===== src/rtl/gshare_predictor.sv =====
// gshare_predictor
// Branch direction predictor: a table of saturating counters indexed by the
// request PC XORed with a global history of resolved outcomes. With
// HIST_W = 0 there is no history register and the table is indexed by PC
// alone (bimodal). Predictions are registered; training arrives later from
// execute carrying the index that was handed out with the prediction.

module gshare_predictor #(
    parameter int IDX_W    = 4,
    parameter int CTR_W    = 2,
    parameter int HIST_W   = 4,
    parameter int CTR_INIT = (1 << CTR_W) - 1
) (
    input  logic             clk,
    input  logic             rst_n,
    // lookup side (fetch)
    input  logic             req_valid,
    input  logic [IDX_W-1:0] req_pc,
    output logic             pred_valid,
    output logic             pred_taken,
    output logic [IDX_W-1:0] pred_idx,
    // training side (execute)
    input  logic             upd_valid,
    input  logic [IDX_W-1:0] upd_idx,
    input  logic             upd_taken
);

    localparam int               DEPTH   = 1 << IDX_W;
    localparam logic [CTR_W-1:0] CTR_MAX = '1;
    localparam logic [CTR_W-1:0] CTR_RST = CTR_W'(CTR_INIT);

    // Counter table and prediction output registers.
    logic [CTR_W-1:0] r_ctr [DEPTH];
    logic             r_pred_valid;
    logic             r_pred_taken;
    logic [IDX_W-1:0] r_pred_idx;

    // History zero-extended to the index width, lookup index, and the
    // trained value of the counter addressed by the update port.
    logic [IDX_W-1:0] w_ghr_ext;
    logic [IDX_W-1:0] w_idx;
    logic [CTR_W-1:0] w_upd_cur;
    logic [CTR_W-1:0] w_upd_next;

    generate
        if (HIST_W > 0) begin : g_hist
            logic [HIST_W-1:0] r_ghr;

            // Global history: shift the resolved outcome in at the LSB on
            // every training strobe (non-speculative). Truncating the
            // concatenation drops the oldest bit and also covers HIST_W = 1.
            always_ff @(posedge clk or negedge rst_n) begin
                if (!rst_n) begin
                    r_ghr <= '0;
                end else if (upd_valid) begin
                    // NOTE: sequential state always uses non-blocking
                    // assignments so every register samples pre-edge values.
                    r_ghr <= HIST_W'({r_ghr, upd_taken});
                end
            end

            assign w_ghr_ext = IDX_W'(r_ghr);
        end else begin : g_bimodal
            assign w_ghr_ext = '0;
        end
    endgenerate

    assign w_idx = req_pc ^ w_ghr_ext;

    // Saturating increment/decrement of the counter being trained.
    always_comb begin
        // NOTE: every always_comb output gets a default first so no path
        // leaves it unassigned (which would infer a latch).
        w_upd_cur  = r_ctr[upd_idx];
        w_upd_next = w_upd_cur;
        if (upd_taken) begin
            if (w_upd_cur != CTR_MAX) begin
                w_upd_next = w_upd_cur + 1'b1;
            end
        end else begin
            if (w_upd_cur != '0) begin
                w_upd_next = w_upd_cur - 1'b1;
            end
        end
    end

    // Counter table: every entry returns to CTR_INIT on reset; one entry is
    // trained per strobe. upd_idx is used as-is, history is not re-applied.
    always_ff @(posedge clk or negedge rst_n) begin
        if (!rst_n) begin
            // NOTE: the table is reset entry by entry because predictions
            // must start from a known bias; this makes it flops, not a RAM.
            for (int i = 0; i < DEPTH; i++) begin
                r_ctr[i] <= CTR_RST;
            end
        end else if (upd_valid) begin
            r_ctr[upd_idx] <= w_upd_next;
        end
    end

    // Prediction registers: a lookup reads the pre-edge table and history,
    // so a same-edge training result is only seen by later lookups.
    always_ff @(posedge clk or negedge rst_n) begin
        if (!rst_n) begin
            r_pred_valid <= 1'b0;
            r_pred_taken <= 1'b0;
            r_pred_idx   <= '0;
        end else begin
            r_pred_valid <= req_valid;
            if (req_valid) begin
                r_pred_taken <= r_ctr[w_idx][CTR_W-1];
                r_pred_idx   <= w_idx;
            end
        end
    end

    assign pred_valid = r_pred_valid;
    assign pred_taken = r_pred_taken;
    assign pred_idx   = r_pred_idx;

endmodule


===== config.mk =====
export PLATFORM = sky130hd
export DESIGN_NAME = gshare_predictor
export DESIGN_NICKNAME = d
export VERILOG_FILES = /design/src/rtl/gshare_predictor.sv
export SDC_FILE = /design/constraint.sdc
export NUM_CORES = 1
export LEC_CHECK = 0
export BUFFER_PORTS_ARGS = -buffer_cell sky130_fd_sc_hd__buf_2
export CAP_MARGIN = 20
export CORE_MARGIN = 4
export CORE_UTILIZATION = 30
export DETAILED_ROUTE_END_ITERATION = 10
export PLACE_DENSITY_LB_ADDON = 0.05
export SLEW_MARGIN = 20
export SYNTH_ARGS = -nofsm -noshare
export SYNTH_HDL_FRONTEND = slang
export SYNTH_SLANG_ARGS = --single-unit

===== constraint.sdc =====
create_clock -name clk -period 4.4 [get_ports clk]
set_input_delay 0.66 -clock clk [delete_from_list [all_inputs] [get_ports clk]]
set_output_delay 0.66 -clock clk [all_outputs]
set_load 0.005 [all_outputs]

### After elaboration in Yosys (flattened, before gate mapping)

Index checks and enable logic that the tools add are counted.
Widths: inputs -> output; s select.

| word-level totals | value |
|---|---|
| bits in registers | 42 |
| bits of input ports | 13 |
| output and inout bits | 6 |
| word-level logic and storage cells | 43 |

| cells by class | value |
|---|---|
| $add $sub $neg | 2 |
| order comparisons | 3 |
| equality and inequality tests | 1 |
| multiplexer cells | 12 |
| bitwise operators | 3 |
| reductions and logical operators | 2 |

Operators with widths:

| cell | count |
|---|---|
| $bwmux 32 | 1 |
| $bmux 2 s4 | 2 |
| $mux 2 | 8 |
| $ge 5x5->1 const B | 2 |
| $not 4->5 | 2 |
| $demux 2 s4 | 1 |
| $lt 5x1->1 const B | 1 |
| $xor 4x4->4 | 1 |
| $add 2x1->2 const B | 1 |
| $ne 2x2->1 const B | 1 |
| $reduce_bool 2->1 | 1 |
| $sub 2x1->2 const B | 1 |
| $logic_and 1x1->1 | 1 |

### Longest topological paths before layout

Gate-level depths: netlist of the first run.

| depth | value |
|---|---|
| depth after elaboration | 8 |
| mapped depth | 7 |
| gate-level depth less buffers | 5 |

### Worst setup path before layout of the first run

Ideal clock, no wire load.

| path | value |
|---|---|
| kind | input port to flip-flop |
| from | input upd_idx[0] |
| to | register r_ctr[25] in the netlist's numbering |
| setup time | 82 ps |
| data arrival time | 2,490 ps |
| required time | 4,318 ps |
| path slack | 1,828 ps |
| stages | 7 |
| buffers on the path | 2 |
| path through | buf_6 -> mux4_1 -> mux2_2 -> maj3_2 -> or2_1 -> buf_6 -> mux2_2 |

| between the ends | value |
|---|---|
| cells in the longest elaborated chain, start to end | 8 |
| elaborated cells between the ends (all ways) | 17 |
| classes of those cells | add/sub: 2; order compare: 2; eq/ne: 1; mux: 9; bitwise: 1; reduce/logical: 2 |

RTL lines:

| what | line | RTL |
|---|---|---|
| from (decl) | 24 | `input logic [IDX_W-1:0] upd_idx,` |
| $not 4->5 (not written as such) (*) | 74, 97 |  |
| $bmux 2 s4 | 74 | `w_upd_cur = r_ctr[upd_idx];` |
| $mux 2 (not written as such) (2 in series) | 74 |  |
| $sub 2x1->2, or another cell as far along | 82 | `w_upd_next = w_upd_cur - 1'b1;` |
| $mux 2 (on tied branches) | 81, 77 |  |
| $mux 2 | 76 | `if (upd_taken) begin` |
| $bwmux 32 (*) | 97 | `r_ctr[upd_idx] <= w_upd_next;` |
| to (signal, indexed assignment) | 97 |  |
| to (decl) | 33 | `logic [CTR_W-1:0] r_ctr [DEPTH];` |

Mark *: on every way between the ends. The rest lies on a longest branch, timed or not. The select of a mux whose other input is x is not followed.
A chain may end at the register's enable or synchronous reset.

### Worst setup path in the final report of the first run

| path | value |
|---|---|
| from | input upd_idx[0] |
| to | register r_ctr[31] in the netlist's numbering |

The elaborated chain is that of the path after synthesis.

==> run metrics, run 1 <==
Antenna Nets Post-Route=0; DRC errors left=0; critical path class=in2reg; status=finished clean; most used cell, CP=mux2_2; Final period util=60.31%; Die X=approximately 95 um; DRT Wirelength=4726 um; register bit total from synthesis=42; DR pass1 iterations=4; core area=approximately 0.0073 mm^2; vias per inst=just under 5; mux cell area share after synthesis=about two fifths; P&R area growth vs syn=11.56%; initial antenna violation count=0; slowest stage delay, CP=~0.64 ns; largest family of logic cells by synthesized area=multiplexers; n_diodes=0; Syn Area/Cell=about 15 um^2; crit path cell chain=buf_2 -> mux4_1 -> mux2_2 -> maj3_2 -> or2_1 -> mux2_2; clock skew=around 0.0028 ns; worst reg2reg path startpoint=r_ctr[25]; Hold Path Depth=1; layout cells sized above 1=between 60% and 70%; CTS Buffer Depth=2; Initial Util=a little under a third; detailed placement HPWL=between 3000 and 4000 um; adder-cell area share of the yosys netlist=under 10%; final setup fails=0; Crit-path slowest cell=mux4_1; Cell variety after synth=24; Seq/Total Area, Yosys=between 40 and 50%; Synth Cell Area=0.002252 mm^2; fmax=376.8 MHz; Compound-Gate Fraction of Synth Area=0.7222%; setup repair bufs after CTS=0; crit path max fanout=16; Hold Path End=pred_taken; Clock transition at path regs=0.08 ns; height of the die=94.65 um; setup TNS=0 ns; Min-Delay Path Class=reg2reg; IO Count=19; most frequent cells in the layout=32 x dfstp_2, 31 x mux2_2, 18 x buf_2; reg2reg path depth=5; Cell Pwr Density=529.3 mW/mm^2; RSZ-0062 raised after global routing=false; Startpoint Class=input pin; Total GRT Usage=11.91%; largest net degree at the start of global routing=43; CP Data Required Time=4.62 ns; CTS tree=done; setup slack, reg-to-reg=between 2 and 2.5 ns; Least-Margin Pin Slew=between 0.9 and 1 ns; CP endpoint kind=flop; syn nets=between 150 and 200; Final Hold Vio Count=0; min Tclk post-route=approximately 2.7 ns; maximum vdd drop=between 0.15 and 0.2 mV; Worst Setup Slack, final=roughly 1.7 ns; RD Place Congestion=0.7394; cts repair resizes=0; clk_lat worst skew=approximately 0.29 ns; Wirelength per Cell=roughly 18 um; Worst EP arrival=between 2 and 3 ns; xor/xnor cell area share of the yosys netlist=approximately 1.6%; drt first-iter violations=33; Yosys warnings=0; Tot Pwr=roughly 1.3 mW; H-tree Lvls=2; nets@finish=about 180; Pleak=0.9906 nW; vias in the first global route=about 1,400; RR Endpoint=r_ctr[31]; CTS Root Cell=clkbuf_8; Die Area=0.008958 mm^2; TritonCTS Sinks=42; max_cap viols=0; final number of max-transition violations=0; Post-Syn Instances=150; first-pass GRT wire length=7990 um; dpl ws=1.424 ns; num rows=31; hold_buf cts=0; cts bufs inserted=5; vias=~1,300; GRT overflow=0; headroom to the max-slew limit=a little under two fifths; Post-Synth Simple-Gate Area=under 10%; most common cell after layout, fill and taps aside=dfstp_2; min-delay src=pred_taken; I/O Buffers=18
-- final cells by class --
cell class	instances	area, um^2
Fill cell	744	4780
Multi-Input combinational cell	100	1109
Clock inverter	2	12.51
Inverter	1	3.754
Clock buffer	6	82.58
Timing Repair Buffer	18	90.09
Sequential cell	42	1091
Tap cell	99	123.9
-- per-layer routing --
metal	global-route usage (%)	up-vias	wire length (um)	share of wire (%)
li1	-	592	-	-
met1	16.84	663	2237	47
met2	17.85	27	2233	47
met3	2.948	7	174	3.7
met4	3.846	0	81	1.7
met5	0	-	0	0
-- critical path, delay by kind of cell --
family / cells / cell delay [ns]
adders and majority gates: 1 / 0.32
buffers and inverters: 1 / 0.35
muxes: 3 / 1.24
and+or+nand+nor: 1 / 0.31
-- cells by family (layout without fill, tap and decap cells) --
kind of cell	after synthesis	count (layout)
xor+xnor	4	4
mux	61	61
flops	42	42
simple gates	28	28
buf+inv	8	27
compound gates	3	3
fa+ha+maj	4	4
-- worst max path at each step --
stage / start / endpoint / depth (start not counted)
2_1_floorplan: upd_idx[0] / r_ctr[25] / 7
3_3_place_gp: upd_idx[0] / r_ctr[9] / 6
3_5_place_dp: upd_idx[0] / r_ctr[31] / 6
4_1_cts: upd_idx[0] / r_ctr[31] / 6
5_1_grt: upd_idx[0] / r_ctr[24] / 6
6_report: upd_idx[0] / r_ctr[31] / 6
-- registers in the layout (all words and copies together), names as in the netlist --
register / count
r_ctr: 32
g_hist.r_ghr: 4
pred_idx: 4
pred_taken: 1
pred_valid: 1
-- synthesized netlist by cell type --
library cell  number  area share (%)
a21oi_1            2            0.44
a31oi_1            1            0.28
buf_6              3             1.5
clkbuf_1           4            0.67
dfrtp_1           10              11
dfstp_2           32              37
inv_1              1            0.17
maj3_1             2            0.89
maj3_2             2             1.0
mux2_2            31              15
mux2_4            13             8.7
mux2i_1            5             2.2
mux4_1             4             4.7
mux4_2             8             8.0
nand2_1            3            0.50
nand2b_1           4             1.1
nand3_1            2            0.44
nand3b_1           2            0.67
nor2_1            12             2.0
nor3_1             3            0.67
nor3b_1            1            0.33
or2_1              1            0.28
xnor2_1            1            0.39
xor2_1             3             1.2
-- stage by stage --
step                      instance area, um^2  cells  hold slack, ns  utilization (%)
after floorplan                          2252    150          0.3644                -
after global placement                   2417    260          0.4871            33.15
after detailed placement                 2417    260          0.4918            33.15
after CTS                                2512    268          0.5104            34.45
after global routing                     2512    268          0.5280            34.45
final                                    2512    268          0.5056            34.45
-- report_power, final --
group | internal, mW | leakage [nW] | switching, mW | total [mW]
combinational | 0.250 | 0.491 | 0.149 | 0.399
clock | 0.126 | 0.0472 | 0.137 | 0.263
sequential | 0.585 | 0.452 | 0.0822 | 0.667
Power figures use the tool's default switching activity.
==> run 2, diff against run 1 <==
- clock period: 4.4 -> 2.4 ns (I/O delays scaled with it)
==> run 2 against run 1 <==
Against the previous run:
- register-to-register slack lost 2.0 ns
- global-route usage grew 0.22 points
- combinational power grew 90%
- final cell count grew 2.6%
- routed wire length grew 1.9%
- power grew 93%
- worst hold slack lost 0.29 ns
- critical endpoint unchanged
- clock skew grew 0.0048 ns
- first-iteration DRC count grew 120%
- sequential share of layout area shrank 1.2 points
- core utilization grew 1.0 points
==> run metrics, run 2 (synthesized netlist as in run 1, its figures left out) <==
CTS tree=done; max reg flops=32 (unchanged); setup slack, reg-to-reg=0.18 ns (-2.02 ns); drt first-iter violations=73 (+120%); Total GRT Usage=12.14% (+0.22 points); H-tree Lvls=2 (unchanged); final setup fails=0 (unchanged); crit path max fanout=8 (-8); Comb pwr share=29.5% (-0.5 points); Antenna Nets Post-Route=0 (unchanged); Final Hold Vio Count=0 (unchanged); dpl ws=-0.1732 ns (-1.597 ns); P&R area growth vs syn=14.83%; largest net degree at the start of global routing=43 (unchanged); Pint=1.895 mW (+97%); Min-Delay Path Class=in2async; DRC errors left=0 (unchanged); Sequential Power Share=47.8% (-2.4 points); Cell Pwr Density=994.6 mW/mm^2 (+88%); TritonCTS Sinks=42 (unchanged); first-pass GRT wire length=8121 um (+1.6%); P_sw=0.6773 mW (+84%); initial antenna violation count=0 (unchanged); clock skew=0.007627 ns (+0.004845 ns); Largest Register=r_ctr; core area=0.007292 mm^2 (unchanged); Die Area=0.008958 mm^2 (unchanged); cts bufs inserted=5 (unchanged); clk_lat worst skew=0.29 ns (about the same); Wirelength per Cell=17.51 um (-0.71%); fmax=~450 MHz; placed insts=267 (+2.7%); n_diodes=0 (unchanged); IO Count=19 (unchanged); Pleak=1.036 nW (+4.6%); nets@finish=188 (+3.9%); Clock transition at path regs=0.08 ns (about the same); Least-Margin Pin Slew=0.9515 ns (+0.01760 ns); most common cell after layout, fill and taps aside=dfstp_2; CP Data Required Time=2.63 ns (-1.99 ns); GRT overflow=0 (unchanged); max_cap viols=0 (unchanged); DR pass1 iterations=4 (unchanged); Startpoint Class=input pin; height of the die=94.65 um (unchanged); vias in the first global route=1,417 (-0.84%); power share of the clock group=22.7% (+2.9 points); num rows=31 (unchanged); vias=1,343 (+4.2%); Worst Setup Slack, final=0.1679 ns (-1.578 ns); Initial Util=30.89% (unchanged); headroom to the max-slew limit=36.57% (-1.2 points); Die X=94.65 um (unchanged); status=finished clean; final number of max-transition violations=0 (unchanged); setup TNS=0 ns (unchanged); Core Util, Final=35.47% (+1.0 points); CTS Root Cell=clkbuf_8; DRT Wirelength=4815 um (+1.9%); Tot Pwr=2.572 mW (+93%); critical path class=in2reg; hold_buf cts=0 (unchanged); RD Place Congestion=0.7688 (+4.0%); CTS Buffer Depth=2 (unchanged); Layout Cells excl Fill=275 (+2.6%); Switching Share=26.33% (-1.4 points); setup repair bufs after CTS=0 (unchanged); most frequent cells in the layout=32 x dfstp_2, 31 x mux2_2, 18 x buf_2; layout cells sized above 1=67.05% (+0.77 points); maximum vdd drop=0.2549 mV (+33%); vias per inst=4.884 (+1.5%); Worst EP arrival=2.46 ns (-0.42 ns); CP endpoint kind=flop; Final period util=93.00%; cts repair resizes=0 (unchanged); detailed placement HPWL=3661 um (+2.7%); RSZ-0062 raised after global routing=false; I/O Buffers=18 (unchanged); min Tclk post-route=about 2.2 ns
run 2: changes by cell type in the layout (fill, tap and decap cells not counted), sizes merged:
cell / delta
buf: +7
bufinv: +1
clkbuf: +1
clkinv: -1
clkinvlp: -1
run 2: critical path, stage by stage:
cell,delay [ns]
buf_2,0.23
mux4_1,0.63
mux2_2,0.29
maj3_2,0.32
or2_1,0.32
mux2_2,0.30
run 2: cell type report:
| type | instances | area (um^2) |
|---|---|---|
| flip-flops and latches | 42 | 1091 |
| clock buffers | 7 | 86.33 |
| fillers | 750 | 4706 |
| clock inverters | 1 | 30.03 |
| repair buffers | 25 | 142.6 |
| well taps | 99 | 123.9 |
| multi-input cells | 100 | 1109 |
| inverters | 1 | 3.754 |
run 2: metrics by stage:
| stage | hold slack (ns) | cell area (um^2) |
|---|---|---|
| 2_1_floorplan | 0.06441 | 2252 |
| 3_3_place_gp | 0.4872 | 2470 |
| 3_5_place_dp | 0.4930 | 2470 |
| 4_1_cts | 0.2479 | 2586 |
| 5_1_grt | 0.2488 | 2586 |
| 6_report | 0.2138 | 2586 |
run 2: metal layers:
| layer | share of wire (%) | wire [um] | up-vias | track usage [%] |
|---|---|---|---|---|
| met1 | 47 | 2263 | 696 | 16.30 |
| met3 | 3.8 | 183 | 12 | 3.028 |
| li1 | - | - | 607 | - |
| met4 | 2.3 | 112 | 0 | 4.207 |
| met2 | 47 | 2255 | 28 | 19.03 |
| met5 | 0 | 0 | - | 0 |
run 2: path summary, 6_finish.rpt:
| check | start | to | cells past startpoint |
|---|---|---|---|
| max | upd_idx[0] | r_ctr[31] | 6 |
| min | rst_n | pred_idx[0] | 1 |
| max reg2reg | r_ctr[19] | r_ctr[31] | 5 |
| min reg2reg | pred_taken | pred_taken | 1 |
| max in group asynchronous | rst_n | g_hist.r_ghr[1] | 1 |
| min in group clk | req_valid | pred_valid | 1 |
run 2: power by group through the flow:
stage	Sequential, mW	Combinational [mW]	Clock, mW
6_report	1.23	0.759	0.583
4_1_cts	1.23	0.772	0.607
3_5_place_dp	1.24	0.769	0
5_1_grt	1.27	0.833	0.639
2_1_floorplan	1.17	0.600	0
3_3_place_gp	1.24	0.754	0
==> run 3, diff against run 2 <==
- BUFFER_PORTS_ARGS: -buffer_cell sky130_fd_sc_hd__buf_2 -> -buffer_cell sky130_fd_sc_hd__buf_4
==> run 3 against run 2 <==
Against the previous run:
- critical endpoint is now r_ctr[29]
- worst hold slack got worse by 0.18 ns
- clock skew fell by 0.0013 ns
- count of clock-buffer cells in the layout down 2
- largest cell class unchanged
- sequential power about the same
- via count is 1.3% lower
- register-to-register slack is essentially flat
- first-iteration DRC count is 45% lower
==> run metrics, run 3 (synthesized netlist as in run 1, its figures left out) <==
Least-Margin Pin Slew=0.5729 ns (-0.3786 ns); CP endpoint kind=flop; Total GRT Usage=11.99% (-0.15 points); vias in the first global route=1,411 (-0.42%); met2 WL=2448 um (+8.6%); Metal-1 WL=2213 um (-2.2%); TritonCTS Sinks=42 (unchanged); Final Hold Vio Count=0 (unchanged); reg2reg path depth=5 (unchanged); layout cells sized above 1=67.43% (+0.38 points); most used cell, CP=mux2_2; fmax=451.1 MHz (+0.69%); dpl ws=-0.1085 ns (+0.06471 ns); most frequent cells in the layout=32 x dfstp_2, 31 x mux2_2, 24 x buf_4; Die Area=0.008958 mm^2 (unchanged); RSZ-0062 raised after global routing=false; Post-Place Cell Area=0.002507 mm^2 (+1.5%); core area=0.007292 mm^2 (unchanged); Worst Path Buf+Inv=0 (-1); nets@finish=187 (-0.53%); CTS Root Cell=clkbuf_8; placed insts=266 (-0.37%); H-tree Lvls=2 (unchanged); IO Count=19 (unchanged); headroom to the max-slew limit=61.68% (+25 points); critical path class=reg2reg; Crit-path slowest cell=mux4_1; drt first-iter violations=40 (-45%); min Tclk post-route=2.217 ns (-0.01525 ns); num rows=31 (unchanged); cts bufs inserted=5 (unchanged); Pleak=1.046 nW (+0.97%); height of the die=94.65 um (unchanged); RR Endpoint=r_ctr[29]; CP Data Required Time=2.63 ns (about the same); Max Used Layer=met4; crit path max fanout=8 (unchanged); Final period util=92.37% (-0.64 points); Layout Cells excl Fill=274 (-0.36%); vias=1,325 (-1.3%); Initial Util=30.89% (unchanged); first-pass GRT wire length=7997 um (-1.5%); GRT overflow=0 (unchanged); max_cap viols=0 (unchanged); I/O Buffers=18 (unchanged); post-route cell area=0.002616 mm^2 (+1.2%); Cell Pwr Density=981.6 mW/mm^2 (-1.3%); final number of max-transition violations=0 (unchanged); Wirelength per Cell=17.77 um (+1.5%); initial antenna violation count=0 (unchanged); most common cell after layout, fill and taps aside=dfstp_2; Core Util, Final=35.88% (+0.41 points); DR WL met3=137 um (-25%); setup repair bufs after CTS=0 (unchanged); worst reg2reg path startpoint=r_ctr[25]; DR pass1 iterations=4 (unchanged); crit path cell chain=mux4_1 -> mux2_2 -> maj3_2 -> or2_1 -> mux2_2; n_diodes=0 (unchanged); Antenna Nets Post-Route=0 (unchanged); Die X=94.65 um (unchanged); DRT Wirelength=4870 um (+1.1%); Largest Register=r_ctr; CTS tree=done; maximum vdd drop=0.2490 mV (-2.3%); largest net degree at the start of global routing=43 (unchanged); Worst Setup Slack, final=0.1832 ns (+0.01525 ns); CTS Buffer Depth=2 (unchanged); setup slack, reg-to-reg=0.18 ns (about the same); max reg flops=32 (unchanged); detailed placement HPWL=3703 um (+1.1%); vias per inst=4.836 (-0.98%); cts repair resizes=0 (unchanged); Startpoint Class=flop; P&R area growth vs syn=16.17%; Min-Delay Path Class=in2async; slowest stage delay, CP=0.52 ns (-0.11 ns); hold_ws=0.02908 ns (-0.1847 ns); hold_buf cts=0 (unchanged); clk_lat worst skew=0.30 ns (about the same); status=finished clean; Worst EP arrival=2.44 ns (-0.02 ns); Clock transition at path regs=0.08 ns (about the same); DRC errors left=0 (unchanged); final setup fails=0 (unchanged); CP top delay family=multiplexers; clock skew=0.006345 ns (-0.001282 ns); RD Place Congestion=0.7665 (-0.30%)
run 3: where the power goes:
group / total (mW) / internal (mW) / switching [mW]
Clock: 0.559 / 0.306 / 0.252
Sequential: 1.23 / 1.07 / 0.161
Combinational: 0.774 / 0.495 / 0.279
Total: 2.57 / 1.88 / 0.693
run 3: cell type report:
cell class / count / area, um^2
fill: 736 / 4676
multi-input combinational: 100 / 1109
sequential: 42 / 1091
timing repair buffer: 24 / 180.2
tap: 99 / 123.9
clock buffer: 5 / 68.82
clock inverter: 3 / 40.04
inverter: 1 / 3.754
run 3: layer usage:
metal  global-route usage [%]  vias to the layer above
li1                         -                      606
met1                    15.59                      695
met2                    19.73                       17
met3                    2.709                        7
met4                    3.966                        0
met5                        0                        -
run 3: how the worst max path moves through the flow:
stage                           from        end  depth (start not counted)
final                      r_ctr[25]  r_ctr[29]                          5
after global routing       r_ctr[25]  r_ctr[31]                          5
after CTS                  r_ctr[25]  r_ctr[29]                          5
after detailed placement  upd_idx[0]  r_ctr[29]                          6
after global placement    upd_idx[0]  r_ctr[29]                          6
after floorplan           upd_idx[0]  r_ctr[25]                          7
run 3: through the flow:
stage               TNS (ns)  total power [mW]
floorplan                  0             1.772
global placement     -0.8379             2.007
detailed placement    -1.243             2.035
CTS                        0             2.607
global route               0             2.717
finish                     0             2.568
